## config.mk

```make
export PLATFORM = sky130hd
export DESIGN_NAME = moore_seq_generator
export DESIGN_NICKNAME = d
export VERILOG_FILES = /design/src/rtl/seq_pkg.sv /design/src/rtl/prbs7_lfsr.sv /design/src/rtl/moore_seq_generator.sv
export SDC_FILE = /design/constraint.sdc
export NUM_CORES = 1
export LEC_CHECK = 0
export CELL_PAD_IN_SITES_DETAIL_PLACEMENT = 1
export CELL_PAD_IN_SITES_GLOBAL_PLACEMENT = 1
export CORE_UTILIZATION = 41
export CTS_CLUSTER_DIAMETER = 100
export DETAILED_ROUTE_END_ITERATION = 7
export HOLD_SLACK_MARGIN = 0.15
export MAX_ROUTING_LAYER = met4
export PLACE_DENSITY = 0.87
export SYNTH_ARGS = -nofsm -noshare
export SYNTH_HDL_FRONTEND = slang
export SYNTH_SLANG_ARGS = --single-unit
```

## constraint.sdc

```tcl
create_clock -name clk -period 2.4 [get_ports clk]
set_input_delay 0.48 -clock clk [delete_from_list [all_inputs] [get_ports clk]]
set_output_delay 0.48 -clock clk [all_outputs]
set_load 0.05 [all_outputs]
```

## src/rtl/seq_pkg.sv

```systemverilog
// ============================================================================
// Module : seq_pkg
// Brief  : State encodings and constants shared by sequence generators/detectors.
// Rev    : 1.0  initial release
// ============================================================================
`default_nettype none

package seq_pkg;

    typedef enum logic [1:0] {
        GEN_IDLE  = 2'd0,
        GEN_SHIFT = 2'd1,
        GEN_GAP   = 2'd2,
        GEN_DONE  = 2'd3
    } gen_state_e;

    localparam logic [3:0] SEQ_PAT_1011 = 4'b1011;

endpackage

`default_nettype wire

```

## src/rtl/prbs7_lfsr.sv

```systemverilog
// ============================================================================
// Module : prbs7_lfsr
// Brief  : PRBS7 (x^7+x^6+1) source, seed 7'h7F; registered serial output.
// Rev    : 1.0  initial release
// ============================================================================
`default_nettype none

module prbs7_lfsr (
    input  logic clk,
    input  logic reset,
    input  logic en,
    output logic bit_out
);

    logic [6:0] lfsr_q;
    logic [6:0] lfsr_d;
    logic       bit_out_q;
    logic       bit_out_d;

    // Output is retimed so the stream reads 0 while reset is asserted.
    always_comb begin
        lfsr_d    = lfsr_q;
        bit_out_d = bit_out_q;
        if (en) begin
            lfsr_d    = {lfsr_q[5:0], lfsr_q[6] ^ lfsr_q[5]};
            bit_out_d = lfsr_q[6];
        end
    end

    always_ff @(posedge clk or posedge reset) begin
        if (reset) begin
            lfsr_q    <= 7'h7F;
            bit_out_q <= 1'b0;
        end else begin
            lfsr_q    <= lfsr_d;
            bit_out_q <= bit_out_d;
        end
    end

    assign bit_out = bit_out_q;

endmodule

`default_nettype wire

```

## src/rtl/moore_seq_generator.sv

```systemverilog
// ============================================================================
// Module : moore_seq_generator
// Brief  : Moore serial pattern transmitter, MSB first, with repeats and gaps.
//          Define SEQ_GEN_PRBS_EN for PRBS7 filler instead of constant 0.
// Rev    : 1.0  initial release
// ============================================================================
`default_nettype none

module moore_seq_generator
    import seq_pkg::*;
#(
    parameter int PAT_W = 4,
    parameter int REP_W = 4,
    parameter int GAP_W = 4
) (
    input  logic             clk,
    input  logic             reset,
    input  logic             start,
    input  logic [PAT_W-1:0] pat_in,
    input  logic [REP_W-1:0] reps,
    input  logic [GAP_W-1:0] gap,
    output logic             x_out,
    output logic             bit_valid,
    output logic             busy,
    output logic             done
);

    localparam int              CNT_W    = $clog2(PAT_W);
    localparam logic [CNT_W-1:0] BIT_LAST = CNT_W'(PAT_W - 1);

    gen_state_e       state_q,   state_d;
    logic [PAT_W-1:0] pat_q,     pat_d;
    logic [PAT_W-1:0] shreg_q,   shreg_d;
    logic [CNT_W-1:0] bit_cnt_q, bit_cnt_d;
    logic [REP_W-1:0] rep_cnt_q, rep_cnt_d;
    logic [GAP_W-1:0] gap_reg_q, gap_reg_d;
    logic [GAP_W-1:0] gap_cnt_q, gap_cnt_d;
    logic             w_filler;

    always_comb begin
        state_d   = state_q;
        pat_d     = pat_q;
        shreg_d   = shreg_q;
        bit_cnt_d = bit_cnt_q;
        rep_cnt_d = rep_cnt_q;
        gap_reg_d = gap_reg_q;
        gap_cnt_d = gap_cnt_q;
        case (state_q)
            GEN_IDLE: begin
                if (start) begin
                    pat_d     = pat_in;
                    shreg_d   = pat_in;
                    rep_cnt_d = (reps == '0) ? REP_W'(1) : reps;
                    gap_reg_d = gap;
                    bit_cnt_d = BIT_LAST;
                    state_d   = GEN_SHIFT;
                end
            end
            GEN_SHIFT: begin
                shreg_d   = shreg_q << 1;
                bit_cnt_d = bit_cnt_q - CNT_W'(1);
                if (bit_cnt_q == '0) begin
                    if (rep_cnt_q == REP_W'(1)) begin
                        state_d   = GEN_DONE;
                        bit_cnt_d = '0;
                    end else begin
                        rep_cnt_d = rep_cnt_q - REP_W'(1);
                        shreg_d   = pat_q;
                        bit_cnt_d = BIT_LAST;
                        if (gap_reg_q != '0) begin
                            state_d   = GEN_GAP;
                            gap_cnt_d = gap_reg_q;
                        end
                    end
                end
            end
            GEN_GAP: begin
                // Entered with gap_cnt >= 1, so this dwells exactly gap_reg cycles.
                if (gap_cnt_q == GAP_W'(1)) begin
                    state_d   = GEN_SHIFT;
                    gap_cnt_d = '0;
                end else begin
                    gap_cnt_d = gap_cnt_q - GAP_W'(1);
                end
            end
            GEN_DONE: begin
                state_d = GEN_IDLE;
            end
            default: begin
                state_d = GEN_IDLE;
            end
        endcase
    end

    always_ff @(posedge clk or posedge reset) begin
        if (reset) begin
            state_q   <= GEN_IDLE;
            pat_q     <= '0;
            shreg_q   <= '0;
            bit_cnt_q <= '0;
            rep_cnt_q <= '0;
            gap_reg_q <= '0;
            gap_cnt_q <= '0;
        end else begin
            state_q   <= state_d;
            pat_q     <= pat_d;
            shreg_q   <= shreg_d;
            bit_cnt_q <= bit_cnt_d;
            rep_cnt_q <= rep_cnt_d;
            gap_reg_q <= gap_reg_d;
            gap_cnt_q <= gap_cnt_d;
        end
    end

`ifdef SEQ_GEN_PRBS_EN
    logic w_prbs_bit;

    prbs7_lfsr u_prbs7_lfsr (
        .clk     (clk),
        .reset   (reset),
        .en      (1'b1),
        .bit_out (w_prbs_bit)
    );

    assign w_filler = w_prbs_bit;
`else
    assign w_filler = 1'b0;
`endif

    // Pure state decode: no input reaches any output combinationally.
    assign bit_valid = (state_q == GEN_SHIFT);
    assign busy      = (state_q != GEN_IDLE);
    assign done      = (state_q == GEN_DONE);
    assign x_out     = (state_q == GEN_SHIFT) ? shreg_q[PAT_W-1] : w_filler;

endmodule

`default_nettype wire

```

==> flow_summary.yaml, run 1 <==
floorplanning:
  ios: 19
  num_rows: 20
  fp.dieArea_sq_mm: 0.003394
  initial_utilization_pct: 42.85
  dieHeight_microns: 58.26
  die_x_microns: 58.26
  core_sq_mm: 0.003028
logic_synthesis:
  synth_flop_cell: "dfrtp_1"
  syn-cell-area_sq_mm: 0.001297
  yosysTopAreaCellShare_pct: 46.29
  yosys_warnings: 0
  syn_area_per_cell_sq_um: 10.22
  synthArstFlopShare_pct: 100.0
  yosysSeqAreaShare_pct: 46.29
  synth_cells: 127
  synth.most_common_cell: "dfrtp_1"
  ys_ff_latch: 24
  netlist-cell-type-count: 36
  synth_nets: 146
  synth_edf_count: 0
  synthTopCellsByArea: "dfrtp_1 (46%), mux2_2 (6.9%), ha_1 (3.9%)"
  synth_area_leader_cell: "dfrtp_1"
  ys_top_cells_by_count: "dfrtp_1 (24), nand2_1 (9), o21ai_0 (9)"
timing:
  setup_tns_ns: 0
  grt_setup_unrepaired: "false"
  fin_crit_ns: 2.118
  hold_viol: 0
  max_freq_ghz: 0.4722
  tightestPinTransition_ns: 0.5008
  report.final.slew_viol_count: 0
  finalSetupViolations: 0
  max_slew_margin_pct: 66.56
  skew_ns: 0.003664
  finalCritPeriodShare_pct: 88.23
clock_tree:
  cts.sinks: 24
  cts-root-buf: "clkbuf_4"
  post_cts_buffers: 0
  cts-buffers-inserted: 3
  postCtsHoldBufs: 0
  cts_buffer_depth: 2
  htreeDepth: 1
  cts_tree: "yes"
  cts.clk_slew.worst_paths_ns: 0.14
  cts_resized: 0
  clk-insertion-delay-late_ns: 0.33
setup_path:
  r2r_end: "rep_cnt_q[2]"
  cp_data_arrival_time_ns: 1.64
  path_cells: "nand2b_1 > inv_1 > and2_1 > buf_12"
  crit_path_max_fanout: 10
  timing.rr.start: "rep_cnt_q[1]"
  worstPathRequired_ns: 1.92
  cpPeakStageDelay_ns: 0.52
  r2r_slack_ns: 0.58
  r2r_cells: 6
  critical_path.slowest_cell: "dfrtp_1"
  cp-start-kind: "flip-flop"
  path_class: "reg -> out"
  cp-end-kind: "primary output"
finish:
  multiInputGateArea_sq_um: 629.4
  drive_gt1_share_pct: 15.75
  fin_util_pct: 52.56
  seqCellArea_sq_um: 600.6
  n_antenna_cell: 0
  nNetsFinal: 166
  syn2layout_area_growth_pct: 22.66
  fin_area_sq_mm: 0.001592
  finalNonFillerCells: 190
  num-fill-cells: 330
run_status:
  outcome: "finished, final reports clean"
routing:
  dr.pass1.iters: 4
  drt-met1-wl_microns: 1339
  wirelength_microns: 2864
  wire_per_inst_microns: 15.07
  drtAntennaViolNets: 0
  wl_met3_microns: 60
  drc: 0
  drtIter0Drc: 30
  viasPerCell: 5.289
  met2_length_microns: 1400
  topRoutingLayerUsed: "met4"
  dr_total_vias: 1005
placement:
  routabilityCongestion: 0.7430
  dp_hpwl_microns: 2118
  placed_area_sq_mm: 0.001534
  portBuffers: 18
  dpl.cell_count: 186
power:
  ir_worst_vdd_v: 0.0005747
  p_leak_nw: 0.7089
  power_density_mw_per_mm2: 1363
global_route:
  grt-ovfl-total: 0
  grt_pass1_vias: 1005
  grt.total_usage_pct: 20.77
  antenna_found_initial: 0
  grt_pass1_wl_microns: 5016
  grt_start_max_net_pins: 25
job:
  cap_violations: 0
min_path:
  worstHoldPathType: "in -> async"
placed cells by master (no fill, tap or decap), types with 2 or more instances in the layout:
master	count
o21ai_0	9
and2_1	2
or3_1	4
a21oi_1	6
nand3_1	4
dlymetal6s2s_1	2
clkbuf_4	3
nand2_1	9
nor3_1	4
mux2i_1	3
inv_1	7
ha_1	4
a22oi_1	5
a221oi_1	2
buf_12	2
o211ai_1	2
dfrtp_1	24
nand2b_1	4
nor2_1	8
mux2_2	8
clkdlybuf4s50_1	14
buf_4	3
worst max-delay path by stage:
stage | startpoint | to | slack (ns) | depth (start not counted)
CTS | state_q[1] | busy | 0.05 | 2
floorplan | state_q[1] | x_out | 0.35 | 4
detailed placement | start | shreg_q[2] | 0.38 | 6
global placement | start | shreg_q[1] | 0.44 | 6
global route | state_q[1] | x_out | 0.18 | 4
finish | state_q[1] | x_out | 0.28 | 4
cells by family after synthesis:
family	synth area share (%)
fa+ha+maj	3.857
buf+inv	5.207
simple gates	20.93
flops	46.29
compound gates	14.47
mux	9.258
per-layer routing:
layer	GRT usage, %	vias to the layer above
li1	-	496
met1	27.23	493
met2	31.69	11
met3	2.679	5
met4	10.20	0
met5	-	-
registers in the layout, indices dropped and copies added, names as in the netlist:
signal and flops:
gap_reg_q 4, shreg_q 4, gap_cnt_q 4, rep_cnt_q 4, bit_cnt_q 2, state_q 2
pat_q 4
report_power, final:
group | leakage [nW] | switching, W | total (W) | internal [W]
Sequential | 0.289 | 0.000188 | 0.000797 | 0.000609
Clock | 0.0279 | 0.000131 | 0.000300 | 0.000169
Combinational | 0.392 | 0.000579 | 0.00107 | 0.000492
Total | 0.709 | 0.000899 | 0.00217 | 0.00127
area by class of cell:
| class | instances | share of cell area [%] |
|---|---|---|
| Multi-Input combinational cell | 90 | 39.54 |
| Sequential cell | 24 | 37.74 |
| Timing Repair Buffer | 21 | 14.31 |
| Tap cell | 44 | 3.459 |
| Clock inverter | 1 | 1.887 |
| Inverter | 7 | 1.651 |
| Clock buffer | 3 | 1.415 |
stage by stage:
step / worst slack, ns / hold WS, ns / power (W)
final: 0.2824 / 0.4857 / 0.002169
after global routing: 0.1794 / 0.5234 / 0.002361
after CTS: 0.04553 / 0.4847 / 0.002199
after detailed placement: 0.3826 / 0.5006 / 0.001890
after global placement: 0.4441 / 0.4888 / 0.001819
after floorplan: 0.3533 / 0.4600 / 0.001565
worst max-delay path, delay by kind of cell (launching register included):
kind,cells,cell delay (ns)
buffers and inverters,2,0.35
DFF,1,0.52
and+or+nand+nor,2,0.43
Note: power is estimated with default switching activity, not from simulation.
==> run 2: changes to the inputs <==
CELL_PAD_IN_SITES_GLOBAL_PLACEMENT = 2   (was 1)
CORE_UTILIZATION = 34   (was 41)
REMOVE_ABC_BUFFERS = 1   (was not set)
==> run 2 against run 1 <==
Global-route usage fell by 3.3 points. Clock power rose by 19%. Wire length is 6.9% higher. Core utilization is 8.4 points lower. Largest cell class unchanged. Power up 4.7%. Maximum frequency is 6.4% lower. Hold slack better by 0.029 ns. Via count grew 2.3%.
==> flow_summary.yaml, run 2 (same netlist as run 1, synthesis figures left out) <==
run_status:
  outcome: "finished, final reports clean"
timing:
  skew_ns: 0.007019
  holdWs_ns: 0.5144
  finalSetupViolations: 0
  hold_viol: 0
  tightestPinTransition_ns: 0.4888
  finalCritPeriodShare_pct: 94.29
  setup_tns_ns: 0
  grt_setup_unrepaired: "false"
  max_freq_ghz: 0.4419
  fin_crit_ns: 2.263
  max_slew_margin_pct: 67.31
  report.final.slew_viol_count: 0
routing:
  viasPerCell: 5.272
  drc: 0
  wirelength_microns: 3062
  dr_total_vias: 1028
  wire_per_inst_microns: 15.70
  drtIter0Drc: 28
  drtAntennaViolNets: 0
  dr.pass1.iters: 4
setup_path:
  path_cells: "or2_2 > clkdlybuf4s50_1"
  path_class: "reg -> out"
  cp-start-kind: "flip-flop"
  cp-end-kind: "primary output"
  crit_path_max_fanout: 10
  critical_path_buf_inv_count: 1
  critical_path.slowest_cell: "clkdlybuf4s50_1"
  critical_path.top_delay_family: "buffers and inverters"
  cpPeakStageDelay_ns: 0.70
  cp_data_arrival_time_ns: 1.78
  worstPathRequired_ns: 1.92
finish:
  syn2layout_area_growth_pct: 24.69
  final_common_cell: "dfrtp_1"
  final_cell_mix: "dfrtp_1 (24), clkdlybuf4s50_1 (16), nand2_1 (9), o21ai_0 (9)"
  nNetsFinal: 167
  drive_gt1_share_pct: 16.33
  n_antenna_cell: 0
  num-fill-cells: 416
clock_tree:
  cts-root-buf: "clkbuf_8"
  cts-buffers-inserted: 3
  postCtsHoldBufs: 0
  cts.clk_slew.worst_paths_ns: 0.09
  cts_resized: 0
  cts.sinks: 24
  clk-insertion-delay-late_ns: 0.27
  cts_tree: "yes"
  cts_buffer_depth: 2
  htreeDepth: 1
  post_cts_buffers: 0
floorplanning:
  dieHeight_microns: 63.78
  fp.dieArea_sq_mm: 0.004067
  core_sq_mm: 0.003661
  initial_utilization_pct: 35.44
  num_rows: 22
  die_x_microns: 63.78
  ios: 19
global_route:
  grt_pass1_wl_microns: 5292
  grt_start_max_net_pins: 25
  grt-ovfl-total: 0
  antenna_found_initial: 0
  grt.total_usage_pct: 17.46
  grt_pass1_vias: 1085
placement:
  portBuffers: 18
  dp_hpwl_microns: 2257
  routabilityCongestion: 0.7604
job:
  cap_violations: 0
power:
  ir_worst_vdd_v: 0.0004387
  power_density_mw_per_mm2: 1403
  p_leak_nw: 0.7011
min_path:
  worstHoldPathType: "reg -> reg"
run 2: cell count changes in the layout (fill, tap and decap cells not counted):
cell / before / now
clkbuf_8: 0 / 3
buf_4: 3 / 4
clkdlybuf4s50_1: 14 / 16
clkbuf_4: 3 / 0
dlymetal6s2s_1: 2 / 0
run 2: power by group:
part	switching, W	internal [W]	leakage, nW	total (W)
logic	0.000603	0.000503	0.376	0.00111
registers	0.000198	0.000610	0.289	0.000809
clock network	0.000133	0.000223	0.0357	0.000356
total	0.000934	0.00134	0.701	0.00227
run 2: worst paths after layout:
| check | end | cells past startpoint | from | slack, ns |
|---|---|---|---|---|
| worst max-delay path | busy | 2 | state_q[0] | 0.14 |
| worst min-delay path | shreg_q[3] | 2 | shreg_q[3] | 0.51 |
| worst max register to register | rep_cnt_q[2] | 6 | rep_cnt_q[1] | 0.58 |
| worst min register to register | shreg_q[3] | 2 | shreg_q[3] | 0.51 |
| max in group asynchronous | shreg_q[1] | 3 | reset | 1.60 |
| min in group asynchronous | gap_cnt_q[1] | 3 | reset | 0.55 |
run 2: metrics by stage:
step	total power (W)	area [sq um]	utilization, %	setup WS, ns	cells
after floorplan	0.001520	1256	-	0.2232	121
after global placement	0.001845	1546	42.24	0.4607	191
after detailed placement	0.001920	1546	42.24	0.4357	191
after CTS	0.002293	1618	44.19	0.1286	195
after global routing	0.002443	1618	44.19	0.06789	195
final	0.002270	1618	44.19	0.1370	195
run 2: metal layers:
layer / GRT usage, % / share of wire, % / vias to the layer above
li1: - / - / 498
met5: - / 0 / -
met1: 21.02 / 45 / 510
met3: 2.321 / 2.4 / 5
met4: 8.523 / 2.1 / 0
met2: 28.72 / 51 / 15
run 2: area by class of cell:
type | instances | area (sq um) | share of cell area [%]
multi-input cells | 90 | 629.4 | 38.90
flip-flops and latches | 24 | 600.6 | 37.12
repair buffers | 22 | 230.2 | 14.23
well taps | 48 | 60.06 | 3.712
clock buffers | 3 | 41.29 | 2.552
clock inverters | 1 | 30.03 | 1.856
inverters | 7 | 26.28 | 1.624
run 2: worst reg2reg max path, delay by kind of cell, from the launching register on:
kind                     cells  cell delay (ns)
AND/OR/NAND/NOR              2             0.64
AO/OA/AOI/OAI                2             0.49
flip-flops                   1             0.38
adder cells (fa/ha/maj)      1             0.15
buffers and inverters        1             0.10
